==> src/rtl/stopwatch_pkg.sv <==
// Shared definitions for the M:SS.t stopwatch controller: FSM state
// encoding, BCD digit limits, the default timebase divisor and a
// saturating-free BCD digit step helper.
package stopwatch_pkg;

  typedef enum logic [1:0] {
    IDLE  = 2'b00,
    RUN   = 2'b01,
    PAUSE = 2'b10
  } state_t;

  localparam logic [3:0] TENTHS_MAX   = 4'd9;
  localparam logic [3:0] SEC_ONES_MAX = 4'd9;
  localparam logic [3:0] SEC_TENS_MAX = 4'd5;
  localparam logic [3:0] MIN_MAX      = 4'd9;

  // 100 MHz clock -> 10 Hz tick
  localparam int unsigned DEFAULT_TICK_DIV = 10_000_000;

  // Displayed/live time value, most significant digit first
  typedef struct packed {
    logic [3:0] min;
    logic [3:0] sec_tens;
    logic [3:0] sec_ones;
    logic [3:0] tenths;
  } bcd_time_t;

  // Next value of one digit; anything at or above the limit wraps to 0 so a
  // digit can never leave its legal range.
  function automatic logic [3:0] digit_step(input logic [3:0] d,
                                            input logic [3:0] max);
    return (d >= max) ? 4'd0 : d + 4'd1;
  endfunction

endpackage

==> src/rtl/tick_prescaler.sv <==
// Timebase prescaler: counts clk_in cycles while en is high and flags the
// last cycle of each TICK_DIV-cycle period.
//   clk_in  : system clock
//   reset   : asynchronous, active-high
//   en      : count enable (held value when low)
//   clr     : synchronous clear, overrides en
//   tick_en : combinational, high when en and count is at TICK_DIV-1
//   count   : current prescaler phase
module tick_prescaler
  import stopwatch_pkg::*;
#(
  parameter int unsigned TICK_DIV = DEFAULT_TICK_DIV,
  parameter int unsigned PRESC_W  = 24
) (
  input  logic               clk_in,
  input  logic               reset,
  input  logic               en,
  input  logic               clr,
  output logic               tick_en,
  output logic [PRESC_W-1:0] count
);

  localparam logic [PRESC_W-1:0] LAST = PRESC_W'(TICK_DIV - 1);

  assign tick_en = en && (count == LAST);

  always_ff @(posedge clk_in or posedge reset) begin
    if (reset) begin
      count <= '0;
    end else if (clr) begin
      count <= '0;
    end else if (en) begin
      if (count == LAST) count <= '0;
      else               count <= count + PRESC_W'(1);
    end
  end

endmodule

==> src/rtl/stopwatch_ctrl.sv <==
// Run/pause/lap/clear controller for a 4-digit BCD stopwatch (M:SS.t).
// Owns the timebase prescaler, the IDLE/RUN/PAUSE FSM, the cascaded BCD
// counter, the lap snapshot and the display mux.
//   clk_in, reset          : clock, asynchronous active-high reset
//   start_stop, lap, clear : single-cycle debounced button pulses
//   disp_*                 : displayed digits (lap snapshot or live count)
//   running, paused        : decoded FSM state
//   lap_hold               : display frozen on snapshot
//   tick                   : 1-cycle pulse per counted 0.1 s
//   overflow               : 1-cycle pulse on 9:59.9 -> 0:00.0
module stopwatch_ctrl
  import stopwatch_pkg::*;
#(
  parameter int unsigned TICK_DIV = DEFAULT_TICK_DIV,
  parameter int unsigned PRESC_W  = 24
) (
  input  logic       clk_in,
  input  logic       reset,
  input  logic       start_stop,
  input  logic       lap,
  input  logic       clear,
  output logic [3:0] disp_tenths,
  output logic [3:0] disp_sec_ones,
  output logic [3:0] disp_sec_tens,
  output logic [3:0] disp_min,
  output logic       running,
  output logic       paused,
  output logic       lap_hold,
  output logic       tick,
  output logic       overflow
);

  state_t    state;
  bcd_time_t live;
  bcd_time_t snapshot;
  bcd_time_t live_inc;
  bcd_time_t disp;
  logic      tick_en;
  logic      full_wrap;

  // Prescaler phase is only of interest when probing the design.
  logic [PRESC_W-1:0] presc_count_unused;

  tick_prescaler #(
    .TICK_DIV (TICK_DIV),
    .PRESC_W  (PRESC_W)
  ) u_presc (
    .clk_in  (clk_in),
    .reset   (reset),
    .en      (state == RUN),
    .clr     (clear),
    .tick_en (tick_en),
    .count   (presc_count_unused)
  );

  // BCD cascade: each digit advances only when every lower digit wraps.
  always_comb begin
    logic t_wrap, so_wrap, st_wrap, m_wrap;
    t_wrap  = (live.tenths   >= TENTHS_MAX);
    so_wrap = (live.sec_ones >= SEC_ONES_MAX);
    st_wrap = (live.sec_tens >= SEC_TENS_MAX);
    m_wrap  = (live.min      >= MIN_MAX);

    live_inc          = live;
    live_inc.tenths   = digit_step(live.tenths, TENTHS_MAX);
    if (t_wrap)
      live_inc.sec_ones = digit_step(live.sec_ones, SEC_ONES_MAX);
    if (t_wrap && so_wrap)
      live_inc.sec_tens = digit_step(live.sec_tens, SEC_TENS_MAX);
    if (t_wrap && so_wrap && st_wrap)
      live_inc.min = digit_step(live.min, MIN_MAX);
    full_wrap = t_wrap && so_wrap && st_wrap && m_wrap;
  end

  always_ff @(posedge clk_in or posedge reset) begin
    if (reset) begin
      state    <= IDLE;
      live     <= '0;
      snapshot <= '0;
      lap_hold <= 1'b0;
      tick     <= 1'b0;
      overflow <= 1'b0;
    end else if (clear) begin
      state    <= IDLE;
      live     <= '0;
      snapshot <= '0;
      lap_hold <= 1'b0;
      tick     <= 1'b0;
      overflow <= 1'b0;
    end else begin
      tick     <= tick_en;
      overflow <= tick_en && full_wrap;
      if (tick_en) live <= live_inc;

      // Snapshot captures the pre-edge count, even if a tick lands now.
      if (lap) begin
        if (lap_hold) begin
          lap_hold <= 1'b0;
        end else if (state == RUN) begin
          snapshot <= live;
          lap_hold <= 1'b1;
        end
      end

      if (start_stop) begin
        case (state)
          IDLE:    state <= RUN;
          RUN:     state <= PAUSE;
          PAUSE:   state <= RUN;
          default: state <= IDLE;
        endcase
      end
    end
  end

  assign disp          = lap_hold ? snapshot : live;
  assign disp_tenths   = disp.tenths;
  assign disp_sec_ones = disp.sec_ones;
  assign disp_sec_tens = disp.sec_tens;
  assign disp_min      = disp.min;
  assign running       = (state == RUN);
  assign paused        = (state == PAUSE);

endmodule

==> config.mk <==
export PLATFORM = sky130hd
export DESIGN_NAME = stopwatch_ctrl
export DESIGN_NICKNAME = d
export VERILOG_FILES = /design/src/rtl/stopwatch_pkg.sv /design/src/rtl/tick_prescaler.sv /design/src/rtl/stopwatch_ctrl.sv
export SDC_FILE = /design/constraint.sdc
export NUM_CORES = 1
export LEC_CHECK = 0
export CAP_MARGIN = 0
export CORE_AREA = 3 3 101 84
export CTS_BUF_LIST = sky130_fd_sc_hd__clkbuf_8
export CTS_CLUSTER_DIAMETER = 80
export DETAILED_ROUTE_END_ITERATION = 10
export DIE_AREA = 0 0 104 87
export SYNTH_ARGS = -nofsm -noshare
export SYNTH_HDL_FRONTEND = slang
export SYNTH_HIERARCHICAL = 1
export SYNTH_SLANG_ARGS = --single-unit
==> constraint.sdc <==
create_clock -name clk_in -period 9.02 [get_ports clk_in]
set_clock_uncertainty 0.1 [all_clocks]
set_input_delay 1.353 -clock clk_in [delete_from_list [all_inputs] [get_ports clk_in]]
set_output_delay 1.353 -clock clk_in [all_outputs]
set_load 0.01 [all_outputs]
# [Word level (Yosys, flattened, before mapping)]
# Index checks and enable logic that the tools add are counted.
[totals] inputBits=5 out_inout_bits=21 reg_bits=61
[op_classes] n_mux=26 add_sub_neg=5 n_reduce_logical=18 eq_ne=4 order_cmp=4
[ops] operator="$mux W16" n=7
[ops] operator="$mux W24" n=3
[ops] operator="$mux W4" n=7
[ops] operator="$add A24 B1 Y24 const B" n=1
[ops] operator="$eq A24 B24 Y1 const B" n=1
[ops] operator="$add A4 B1 Y4 const B" n=4
[ops] operator="$reduce_bool A2 Y1" n=7
[ops] operator="$ge A4 B4 Y1 const B" n=3
[ops] operator="$mux W1" n=6
[ops] operator="$reduce_and A2 Y1" n=3
[ops] operator="$logic_and A1 B1 Y1" n=5
[ops] operator="$ge A4 B3 Y1 const B" n=1
[ops] operator="$mux W2" n=2
[ops] operator="$pmux W2 S2" n=1
[ops] operator="$reduce_and A3 Y1" n=1
[ops] operator="$eq A2 B1 Y1 const B" n=1
[ops] operator="$eq A2 B2 Y1 const B" n=1
[ops] operator="$logic_not A2 Y1" n=1
[ops] operator="$ne A2 B2 Y1 const B" n=1
[ops] operator="$reduce_or A2 Y1" n=1

# [Depth between registers and ports, before layout]
[depth] depth_word=6 ltp_mapped=10

# [Cells and area by module]
# Netlist, hierarchy kept.
[modules_own_cells] module="stopwatch_ctrl" area_per_inst_um2=2052.0 instances=1 cells_each=226 seq_area_each_um2=925.9
[modules_own_cells] module="tick_prescaler" area_per_inst_um2=1386.3 instances=1 cells_each=149 seq_area_each_um2=600.6

# [Worst setup path before layout]
# Ideal clock, no wire load.
[synth_path] path_kind="register to register" from="reg u_presc.count[8]" to="reg live[14] (netlist bit)" path_buffers=1 required_ns=8.841 path_stages_with_launch=11 setup_ns=0.079 setup_slack_ns=6.122 arrival_ns=2.719 path_cell_list="dfrtp_1 -> or4_1 -> or4_4 -> nor3_4 -> and2_1 -> buf_4 -> nor2b_4 -> o2111ai_1 -> nor3b_2 -> a21oi_1 -> mux2i_1"
[synth_between] elab_chain_cells=4
[synth_lines] element="start, declared" line="tick_prescaler.sv:20" rtl="output logic [PRESC_W-1:0] count"
[synth_lines] element="start signal, assigned" line="tick_prescaler.sv:34" rtl="else count <= count + PRESC_W'(1);"
[synth_lines] element="$eq A24 B24 Y1" line="tick_prescaler.sv:25" rtl="assign tick_en = en && (count == LAST);"
[synth_lines] element="$logic_and A1 B1 Y1" line="tick_prescaler.sv:25"
[synth_lines] element="named net tick_en" line="stopwatch_ctrl.sv:38" rtl="logic tick_en;"
[synth_lines] element="$reduce_bool A2 Y1 (no line)"
[synth_lines] element="$reduce_and A2 Y1 (no line)"
[synth_lines] element="end signal, assigned" line="stopwatch_ctrl.sv:93" rtl="if (tick_en) live <= live_inc;"
[synth_lines] element="end, declared" line="stopwatch_ctrl.sv:34" rtl="bcd_time_t live;"
# The timed path passes the listed nets, and every way through them passes these cells.
# A chain may end at the register's enable or synchronous reset.

# [Worst setup path after layout]
[layout_path] from="reg lap_hold" to="out disp_sec_ones[2]"
[layout_between] elab_chain_cells=1
[layout_lines] element="start, declared" line="stopwatch_ctrl.sv:28" rtl="output logic lap_hold,"
[layout_lines] element="start signal, assigned" line="stopwatch_ctrl.sv:80" rtl="lap_hold <= 1'b0;"
[layout_lines] element="start signal, assigned" line="stopwatch_ctrl.sv:87" rtl="lap_hold <= 1'b0;"
[layout_lines] element="start signal, assigned" line="stopwatch_ctrl.sv:98" rtl="lap_hold <= 1'b0;"
[layout_lines] element="$mux W16" line="stopwatch_ctrl.sv:116" rtl="assign disp = lap_hold ? snapshot : live;"
[layout_lines] element="end, declared" line="stopwatch_ctrl.sv:23" rtl="output logic [3:0] disp_sec_ones,"
# Every way passes these cells.

==> impl_metrics.json <==
{
  "outcome": "finished clean",
  "ff2ff_path_depth": 9,
  "p_comb_share_pct": 8.0,
  "post_drt_wl_per_cell_um": 14.6,
  "clk_path_buf_depth": 2,
  "min_path_cells": 2,
  "viasPerCell": 5.30,
  "antennaDiodeCount": 0,
  "synth_edf_count": 0,
  "grt_usage_pct": 17.8,
  "antenna_left": 0,
  "p_switching_mw": 0.135,
  "htree_num_levels": 3,
  "hold_viol_final": 0,
  "place_congestion": 0.931,
  "synthArstFlopShare_pct": 100,
  "max_freq_mhz": 274,
  "vias": 2694,
  "drive_gt1_share_pct": 10.2,
  "netlist_top_cells_area": "dfrtp_1 (44%), nand2_1 (6.9%), ha_1 (4.7%), a21oi_1 (3.5%), xor2_1 (3.3%)",
  "die_h_um": 87,
  "pin_count": 26,
  "cp_data_required_time_ns": 7.57,
  "syn_inst": 375,
  "grt_remaining_overflow": 0,
  "post-cts-setup-buffers": 0,
  "die_area_um2": 9050,
  "p_per_area_nw_per_um2": 144,
  "cp_data_arrival_time_ns": 2.19,
  "cts_hold_buf": 0,
  "grt_pass1_vias": 2512,
  "syn_area_um2": 3440,
  "initial_core_util_pct": 46.3,
  "start_kind": "flip-flop",
  "ys_seq_area_share_pct": 44.4,
  "grt_first_pass_wirelength_um": 13000,
  "seqPwrFrac_pct": 50.1,
  "io_buffer_count": 25,
  "fill_cells": 725,
  "path_clk_slew_ns": 0.07,
  "area_delta_synth_final_pct": 14.6,
  "drc": 0,
  "avgSynthCellArea_um2": 9.17,
  "synth_nets": 393,
  "swShare_pct": 23.7,
  "first_pass_iters": 4,
  "core-area_um2": 7430,
  "setup_violations": 0,
  "first_iter_violations": 159,
  "yosys_warnings": 6,
  "cts_inserted_buffers": 9,
  "ys_types": 51,
  "rsz0062_at_grt": "false",
  "p_clk_share_pct": 41.9,
  "clock_sinks": 61,
  "p_leak_nw": 1.62,
  "std_cell_rows": 28,
  "die_x_um": 104,
  "cts_tree": "done",
  "synth_ff_type": "dfrtp_1",
  "maxCapViolations": 0,
  "cts_resized": 0,
  "maxSlewHeadroom_pct": 36.4,
  "end_kind": "output pin",
  "dp_hpwl_um": 5050,
  "synthDominantCellAreaShare_pct": 44.4,
  "fin_crit_ns": 3.65,
  "routed_wl_um": 7410,
  "root_buffer": "clkbuf_8",
  "tightest_slew_ns": 0.953,
  "finalWorstSetupSlack_ns": 5.37,
  "synth-seq-cells": 61,
  "pre_cts_slack_ns": 5.38,
  "p_int_mw": 0.433,
  "slew_viol_final": 0,
  "peakVddDrop_v": 0.0000651,
  "cp_max_fo": 30,
  "fin_crit_sh_pct": 40.4,
  "synth_top_area_cell": "dfrtp_1",
  "grt_start_max_net_pins": 46,
  "clock_latency_ns": 0.33,
  "hold_class": "flip-flop to flip-flop",
  "critPathKind": "flip-flop to output pin",
  "final_nets": 417,
  "antenna_found_initial": 0,
  "fin_tns_setup_ns": 0
}
path summary, 6_finish.rpt:
path	start	end	slack, ns
setup / recovery	lap_hold	disp_sec_ones[2]	5.37
hold / removal	snapshot[11]	snapshot[11]	0.42
setup reg to reg	u_presc/count[8]	live[14]	5.57
hold reg to reg	snapshot[11]	snapshot[11]	0.42
max in group asynchronous	reset	u_presc/count[5]	6.78
min in group asynchronous	reset	overflow	1.36
metal layers:
layer	track usage, %	routed length (µm)
met5	0	0
met4	5.80	99
met3	4.00	327
met2	24.1	2920
met1	27.9	4070
metrics by stage:
step / power, mW / area (µm²) / utilization (%) / hold WS (ns) / cells
after floorplan: 0.319 / 3440 / - / 0.391 / 375
after global placement: 0.335 / 3750 / 50.5 / 0.406 / 493
after detailed placement: 0.335 / 3750 / 50.5 / 0.411 / 493
after CTS: 0.577 / 3940 / 53.1 / 0.421 / 508
after global routing: 0.597 / 3940 / 53.1 / 0.447 / 508
final: 0.567 / 3940 / 53.1 / 0.419 / 508
cells in the mapped netlist (4+ instances only):
library cell and number:
xor2_1 13, and2_1 4, nand2b_1 8, nor2_1 25, a21oi_1 24, ha_1 13, nor3_1 8, nor2b_1 6
inv_1 15, xnor2_1 7, nand4_1 10, o21ai_0 19, mux2_2 8, buf_2 4, nor4_1 4, nor2_2 10
nor3b_1 4, and3_1 5, dfrtp_1 61, nand2_1 63, nand3_1 17, clkbuf_1 4
cell usage in the layout, fill, tap and decap left out, drive strengths merged, types with 11 or more instances in the layout:
cell / netlist / routed
a21oi: 25 / 25
clkbuf: 5 / 11
clkdlybuf4s50: 0 / 24
dfrtp: 61 / 61
ha: 13 / 13
inv: 15 / 18
nand2: 63 / 63
nand3: 17 / 17
nor2: 35 / 35
o21ai: 22 / 22
xor2: 13 / 13
cell families (layout without fill, tap and decap cells):
logic type | count (synthesis) | in the layout | share of synthesized area [%]
AO/OA/AOI/OAI | 62 | 62 | 11.5
flip-flops | 61 | 61 | 44.4
AND/OR/NAND/NOR | 181 | 181 | 27.3
adder cells (fa/ha/maj) | 13 | 13 | 4.73
XOR/XNOR | 20 | 20 | 5.09
multiplexers | 10 | 10 | 3.20
buffers and inverters | 28 | 56 | 3.78
sequential cells by signal, indices dropped and copies added (netlist names):
name / count
lap_hold: 1
live: 16
overflow: 1
snapshot: 16
state: 2
tick: 1
u_presc/count: 24
critical path, stage by stage, from the launching register on:
cell             delay, ns
dfrtp_1               0.95
mux2_2                0.41
clkdlybuf4s50_1       0.48
power by group through the flow:
stage | registers, mW | clock network [mW] | logic (mW)
after detailed placement | 0.289 | 0 | 0.0459
final | 0.284 | 0.238 | 0.0452
after global routing | 0.285 | 0.261 | 0.0513
after global placement | 0.289 | 0 | 0.0459
after floorplan | 0.286 | 0 | 0.0324
after CTS | 0.284 | 0.247 | 0.0462
cell type report:
| type | count | area, µm² | share of cell area, % |
|---|---|---|---|
| well taps | 105 | 131 | 3.33 |
| inverters | 15 | 56.3 | 1.43 |
| multi-input cells | 286 | 1780 | 45.2 |
| clock buffers | 11 | 151 | 3.84 |
| flip-flops and latches | 61 | 1530 | 38.7 |
| repair buffers | 26 | 253 | 6.41 |
| clock inverters | 4 | 41.3 | 1.05 |
(Power assumes the default switching activity.)
